===== src/rtl/product_accumulator.sv =====
// Burst accumulator for unsigned products: sums terms until in_last, then holds the
// total, saturating term count and sticky carry flag behind a valid/ready handshake.
module product_accumulator #(
    parameter int unsigned IN_W  = 8,
    parameter int unsigned ACC_W = 16,
    parameter int unsigned CNT_W = 8
) (
    input  logic             clk_i,
    input  logic             rst_i,
    input  logic             in_valid_i,
    input  logic [IN_W-1:0]  in_data_i,
    input  logic             in_last_i,
    output logic             in_ready_o,
    output logic             out_valid_o,
    input  logic             out_ready_i,
    output logic [ACC_W-1:0] out_sum_o,
    output logic [CNT_W-1:0] out_count_o,
    output logic             out_ovf_o
);

    typedef enum logic [0:0] {StAccum, StHold} state_e;

    state_e           state_q;
    logic [ACC_W-1:0] acc_q;
    logic [CNT_W-1:0] cnt_q;
    logic             ovf_q;
    logic [ACC_W-1:0] out_sum_q;
    logic [CNT_W-1:0] out_count_q;
    logic             out_ovf_q;
    logic             out_valid_q;
    logic             in_ready_q;

    logic [ACC_W:0]   add_full;
    logic [CNT_W-1:0] cnt_inc;
    logic             xfer;

    assign xfer = in_valid_i && in_ready_q;

    always_comb begin
        add_full = {1'b0, acc_q} + {{(ACC_W + 1 - IN_W){1'b0}}, in_data_i};
        cnt_inc  = (&cnt_q) ? cnt_q : cnt_q + CNT_W'(1);
    end

    // in_data_i is only ever captured under xfer, so an X on an idle cycle never lands in state.
    always_ff @(posedge clk_i) begin
        if (rst_i) begin
            state_q     <= StAccum;
            acc_q       <= '0;
            cnt_q       <= '0;
            ovf_q       <= 1'b0;
            out_sum_q   <= '0;
            out_count_q <= '0;
            out_ovf_q   <= 1'b0;
            out_valid_q <= 1'b0;
            in_ready_q  <= 1'b1;
        end else begin
            unique case (state_q)
                StAccum: begin
                    if (xfer) begin
                        if (in_last_i) begin
                            out_sum_q   <= add_full[ACC_W-1:0];
                            out_count_q <= cnt_inc;
                            out_ovf_q   <= ovf_q | add_full[ACC_W];
                            acc_q       <= '0;
                            cnt_q       <= '0;
                            ovf_q       <= 1'b0;
                            out_valid_q <= 1'b1;
                            in_ready_q  <= 1'b0;
                            state_q     <= StHold;
                        end else begin
                            acc_q <= add_full[ACC_W-1:0];
                            cnt_q <= cnt_inc;
                            ovf_q <= ovf_q | add_full[ACC_W];
                        end
                    end
                end
                StHold: begin
                    if (out_ready_i) begin
                        out_valid_q <= 1'b0;
                        in_ready_q  <= 1'b1;
                        state_q     <= StAccum;
                    end
                end
                default: state_q <= StAccum;
            endcase
        end
    end

    assign in_ready_o  = in_ready_q;
    assign out_valid_o = out_valid_q;
    assign out_sum_o   = out_sum_q;
    assign out_count_o = out_count_q;
    assign out_ovf_o   = out_ovf_q;

endmodule


===== config.mk =====
export PLATFORM = sky130hd
export DESIGN_NAME = product_accumulator
export DESIGN_NICKNAME = d
export VERILOG_FILES = /design/src/rtl/product_accumulator.sv
export SDC_FILE = /design/constraint.sdc
export NUM_CORES = 1
export LEC_CHECK = 0
export BUFFER_PORTS_ARGS = -buffer_cell sky130_fd_sc_hd__buf_2
export CAP_MARGIN = 20
export CORE_MARGIN = 4
export CORE_UTILIZATION = 35
export CTS_CLUSTER_DIAMETER = 100
export DETAILED_ROUTE_END_ITERATION = 10
export HOLD_SLACK_MARGIN = 0.15
export RECOVER_POWER = 25
export SYNTH_ARGS = -nofsm -noshare
export SYNTH_HDL_FRONTEND = slang
export SYNTH_SLANG_ARGS = --single-unit

===== constraint.sdc =====
create_clock -name clk_i -period 2.3 [get_ports clk_i]
set_clock_uncertainty 0.1 [all_clocks]
set_input_delay 0.23 -clock clk_i [delete_from_list [all_inputs] [get_ports clk_i]]
set_output_delay 0.23 -clock clk_i [all_outputs]
set_load 0.02 [all_outputs]

==> impl_metrics.ini, run 1 <==
[synthesis]
synth_seq_area_share_pct = 37.9
synth_nets = 345
synthTopCellsByArea = dfxtp_1 (38%), nand2_1 (4.6%), ha_1 (4.0%)
synth_ff_type = dfxtp_1
synth_edf_count = 0
syn_inst = 322
yosysTopAreaCellShare_pct = 37.9
ys_warn_count = 0
avgSynthCellArea_sq_um = 8.70
ys_top_cells_by_count = dfxtp_1 (53), nand2_1 (34), nor2_1 (21)
async_flop_share_pct = 0
yosys.area.top_type = dfxtp_1
yosysUniqueCellTypes = 65
syn-cell-area_sq_mm = 0.00280
synth_most_common_cell = dfxtp_1
synth_seq_cells = 53

[sta]
holdWs_ps = 181
slew_violations = 0
fmax_mhz = 475
finalCriticalPeriod_ps = 2110
timing.final.crit_share_pct = 91.6
relSlewSlack_pct = 58.4
worst_slew_pin_slew_ps = 623
finalHoldViolCount = 0
rsz0062_at_grt = false
setup_viol = 0
setup_tns_ps = 0

[clocking]
numCtsBuffers = 5
cts_buffer_depth = 2
htreeDepth = 2
clkTransAtPathRegs_ps = 100
cts_root_buf = clkbuf_8
numClockSinks = 53
insertion_delay_ps = 310
cts_tree = built

[setup_path]
cp_top_family = adder cells
arrival_ps = 2210
cp_cell_sequence = ha_1 -> fa_2 -> a211oi_4 -> nor3_4 -> or3_1 -> a32o_1
worstSetupStartpointType = flip-flop
cp_num_buf_inv = 0
required_ps = 2410
max_stage_delay_ps = 390
r2r_cells = 6
crit_cells = 6
path_class = reg -> reg
crit_slowest_cell = fa_2
crit_fanout = 6
endpoint_kind = flip-flop

[layout]
drive_gt1_share_pct = 15.4
syn2layout_area_growth_pct = 14.3
n_antenna_cell = 0
fillers = 800
nets = 381
design_area_sq_mm = 0.00320

[global_route]
grt_use_total_pct = 14.7
grt_max_degree = 26
antenna_found_initial = 0
grt_pass1_vias = 2302
grt_pass1_wl_microns = 11700
grt_overflow_total = 0

[place]
io_buffers = 39
place_congestion = 0.772
hpwlAfterDp_microns = 4900
place_area_sq_mm = 0.00311

[drt]
via_per_inst = 5.47
vias = 2514
drt_iter0_drc = 144
drtAntennaViolNets = 0
wl_per_cell_microns = 15.2
drtPass1Iterations = 4
wirelength_microns = 7010
drc = 0

[floorplanning]
core_sq_mm = 0.00777
start_util_pct = 36.1
num_rows = 32
io_pins = 40
fp.dieArea_sq_mm = 0.00950
die_h_microns = 97.5
die_w_microns = 97.5

[hold_path]
hp-class = in -> reg
hold_path_depth = 3

[job]
drv_cap = 0

[status]
status = completed

[power_and_ir_drop]
powerDensity_mw_per_mm2 = 557
p_leak_nw = 1.22
ir_drop_mv = 0.280
power_mw = 1.78
==> state kept, by name, indices dropped and copies added, names as in the netlist <==
signal	count
out_count_o	8
out_sum_o	16
ovf_q	1
cnt_q	8
out_ovf_o	1
out_valid_o	1
in_ready_o	1
acc_q	16
state_q	1
==> what timing repair did <==
action,CTS,global route
setup buffers,0,1
gates resized for setup,0,4
hold endpoints to repair,3,0
hold buffers,1,0
endpoints found under the setup margin,0,8
==> cells by family (layout without fill, tap and decap cells) <==
logic type	Yosys count	after routing	share of synthesized area, %
and+or+nand+nor	123	123	24.7
muxes	2	2	0.759
buffers and inverters	25	61	3.88
xor gates and xnor gates	11	11	3.44
DFF	53	53	37.9
AOI/OAI and AO/OA	98	98	24.6
adders and majority gates	10	10	4.73
==> placed cells by master, fill, tap and decap left out, types with 9 or more instances in the layout <==
cell and instances:
dfxtp_1 53, nand2_1 34, nor2_1 21, a21oi_1 20, clkbuf_1 20, buf_2 19
o21ai_0 18, buf_4 13, nand3_1 10, nand3b_1 10, ha_1 9
==> metal layers <==
layer | track usage, % | wire, microns | vias to the layer above
met5 | 0 | 0 | -
met4 | 3.51 | 84 | 0
met3 | 3.02 | 284 | 8
met2 | 23.8 | 3230 | 51
met1 | 20.2 | 3420 | 1185
li1 | - | - | 1270
==> area by class of cell <==
type | count | area (sq um) | area share, %
repair buffers | 53 | 278 | 8.67
multi-input cells | 244 | 1640 | 51.3
clock buffers | 6 | 82.6 | 2.58
clock inverters | 1 | 7.51 | 0.234
flip-flops and latches | 53 | 1060 | 33.1
inverters | 1 | 3.75 | 0.117
well taps | 102 | 128 | 3.98
==> stage by stage <==
stage,std cells,setup slack [ps],util (%)
after floorplan,322,210,-
final,460,194,41.3
after global routing,460,25.6,41.3
after global placement,451,95.5,40.0
after detailed placement,451,50.5,40.0
after CTS,459,82.2,41.3
==> report_power, final <==
group	internal (mW)	total (mW)	leakage, nW	switching, mW
sequential	0.942	0.960	0.429	0.0182
combinational	0.0989	0.273	0.743	0.174
clock	0.239	0.550	0.0433	0.311
total	1.28	1.78	1.22	0.504
==> path summary, 6_finish.rpt <==
kind | startpoint | end | slack [ps]
max | acc_q[0] | out_sum_o[8] | 190
min | in_data_i[0] | out_sum_o[0] | 180
max reg2reg | acc_q[0] | out_sum_o[8] | 190
min reg2reg | out_sum_o[14] | out_sum_o[14] | 350
==> tightest hold or removal path: stages <==
cell and delay (ps):
buf_2 80, ha_1 140, a22o_1 110
(Power assumes the default switching activity.)
==> run 2, diff against run 1 <==
--- a/constraint.sdc
+++ b/constraint.sdc
@@ -4,2 +4,2 @@
 set_output_delay 0.23 -clock clk_i [all_outputs]
-set_load 0.02 [all_outputs]
+set_load 0.1 [all_outputs]
==> impl_metrics.ini, run 2 (synthesis results as in run 1) <==
[status]
status = completed

[sta]
relSlewSlack_pct = 20.8
fmax_mhz = 468
timing.final.crit_share_pct = 92.9
slew_violations = 0
setup_tns_ps = 0
holdWs_ps = 195
rsz0062_at_grt = false
setup_viol = 0
finalHoldViolCount = 0
worst_slew_pin_slew_ps = 1190
finalCriticalPeriod_ps = 2140

[global_route]
grt_pass1_vias = 2481
grt_use_total_pct = 15.0
grt_pass1_wl_microns = 12000
grt_max_degree = 24
antenna_found_initial = 0
grt_overflow_total = 0

[floorplanning]
io_pins = 40
die_w_microns = 97.5
start_util_pct = 36.1
num_rows = 32
core_sq_mm = 0.00777
fp.dieArea_sq_mm = 0.00950
die_h_microns = 97.5

[layout]
fillers = 828
drive_gt1_share_pct = 16.7
final_cell_mix = dfxtp_1 (52), nand2_1 (34), nor2_1 (21), buf_2 (21), a21oi_1 (20)
utilization_pct = 41.4
syn2layout_area_growth_pct = 14.7
n_antenna_cell = 0
nets = 382
layout_commonest_cell = dfxtp_1

[setup_path]
r2r_cells = 6
worstSetupStartpointType = flip-flop
crit_cells = 6
endpoint_kind = flip-flop
arrival_ps = 2280
required_ps = 2440
max_stage_delay_ps = 420
crit_fanout = 8
cp_top_family = simple AND/OR/NAND/NOR gates
cp_num_buf_inv = 0
path_class = reg -> reg
crit_slowest_cell = ha_1
cp_cell_sequence = ha_1 -> nand3_2 -> nor3_4 -> o2111ai_1 -> or3_1 -> a31oi_1

[hold_path]
hold_path_depth = 3
hp-class = in -> reg

[clocking]
htreeDepth = 2
cts_tree = built
numClockSinks = 53
clkTransAtPathRegs_ps = 100
numCtsBuffers = 5
insertion_delay_ps = 310
cts_root_buf = clkbuf_8
cts_buffer_depth = 2

[drt]
wl_per_cell_microns = 15.7
drt_iter0_drc = 112
drtPass1Iterations = 4
drtAntennaViolNets = 0
via_per_inst = 5.55
wirelength_microns = 7240
vias = 2565
drc = 0

[place]
io_buffers = 39
place_congestion = 0.825
hpwlAfterDp_microns = 5030

[power_and_ir_drop]
powerDensity_mw_per_mm2 = 582
ir_drop_mv = 0.263
p_leak_nw = 1.23

[job]
drv_cap = 0
==> run 2: cell count changes in the layout (fill, tap and decap cells not counted), sizes merged <==
cell | previous run | this run
buf | 32 | 35
clkbuf | 26 | 23
clkinv | 0 | 1
inv | 1 | 2
==> run 2: worst min-delay path: stages <==
cell and delay (ps):
buf_2 80, ha_1 140, a22o_1 120
==> run 2: per-stage QoR <==
stage / power (mW) / instance area, sq um / instances / setup slack [ps]
after floorplan: 1.25 / 2800 / 322 / 210
after global placement: 1.34 / 3120 / 452 / 101
after detailed placement: 1.34 / 3120 / 452 / 53.6
after CTS: 1.88 / 3220 / 461 / 86.3
final: 1.87 / 3220 / 462 / 163
after global routing: 1.95 / 3220 / 462 / 6.63
==> run 2: layout make-up <==
cell class | count | area, sq um | share of cell area (%)
tap | 102 | 128 | 3.97
inverter | 1 | 3.75 | 0.117
sequential | 53 | 1060 | 33.0
clock buffer | 5 | 68.8 | 2.14
timing repair buffer | 54 | 288 | 8.95
multi-input combinational | 244 | 1640 | 51.1
clock inverter | 3 | 21.3 | 0.661
==> run 2: final timing paths <==
check / from / end / slack [ps]
worst max-delay path: acc_q[6] / acc_q[12] / 160
worst min-delay path: in_data_i[0] / out_sum_o[0] / 190
worst max register to register: acc_q[6] / acc_q[12] / 160
worst min register to register: out_sum_o[14] / out_sum_o[14] / 360
==> run 2: per-layer routing <==
| layer | global-route usage [%] | vias up | part of all wire (%) |
|---|---|---|---|
| met4 | 3.83 | 0 | 1.3 |
| met5 | 0 | - | 0 |
| met3 | 3.02 | 11 | 4.3 |
| met2 | 24.9 | 57 | 47 |
| met1 | 20.0 | 1227 | 47 |
| li1 | - | 1270 | - |
==> run 2: timing repair <==
action                                 CTS  global route
endpoints found under the hold margin    3             0
setup endpoints to repair                0             5
setup buffers                            0             1
hold buffers                             1             0
resized for setup                        0             3
==> run 2: power by group <==
part / switching [mW] / internal [mW] / leakage (nW)
sequential: 0.0184 / 0.942 / 0.429
clock: 0.330 / 0.217 / 0.0445
combinational: 0.262 / 0.101 / 0.757
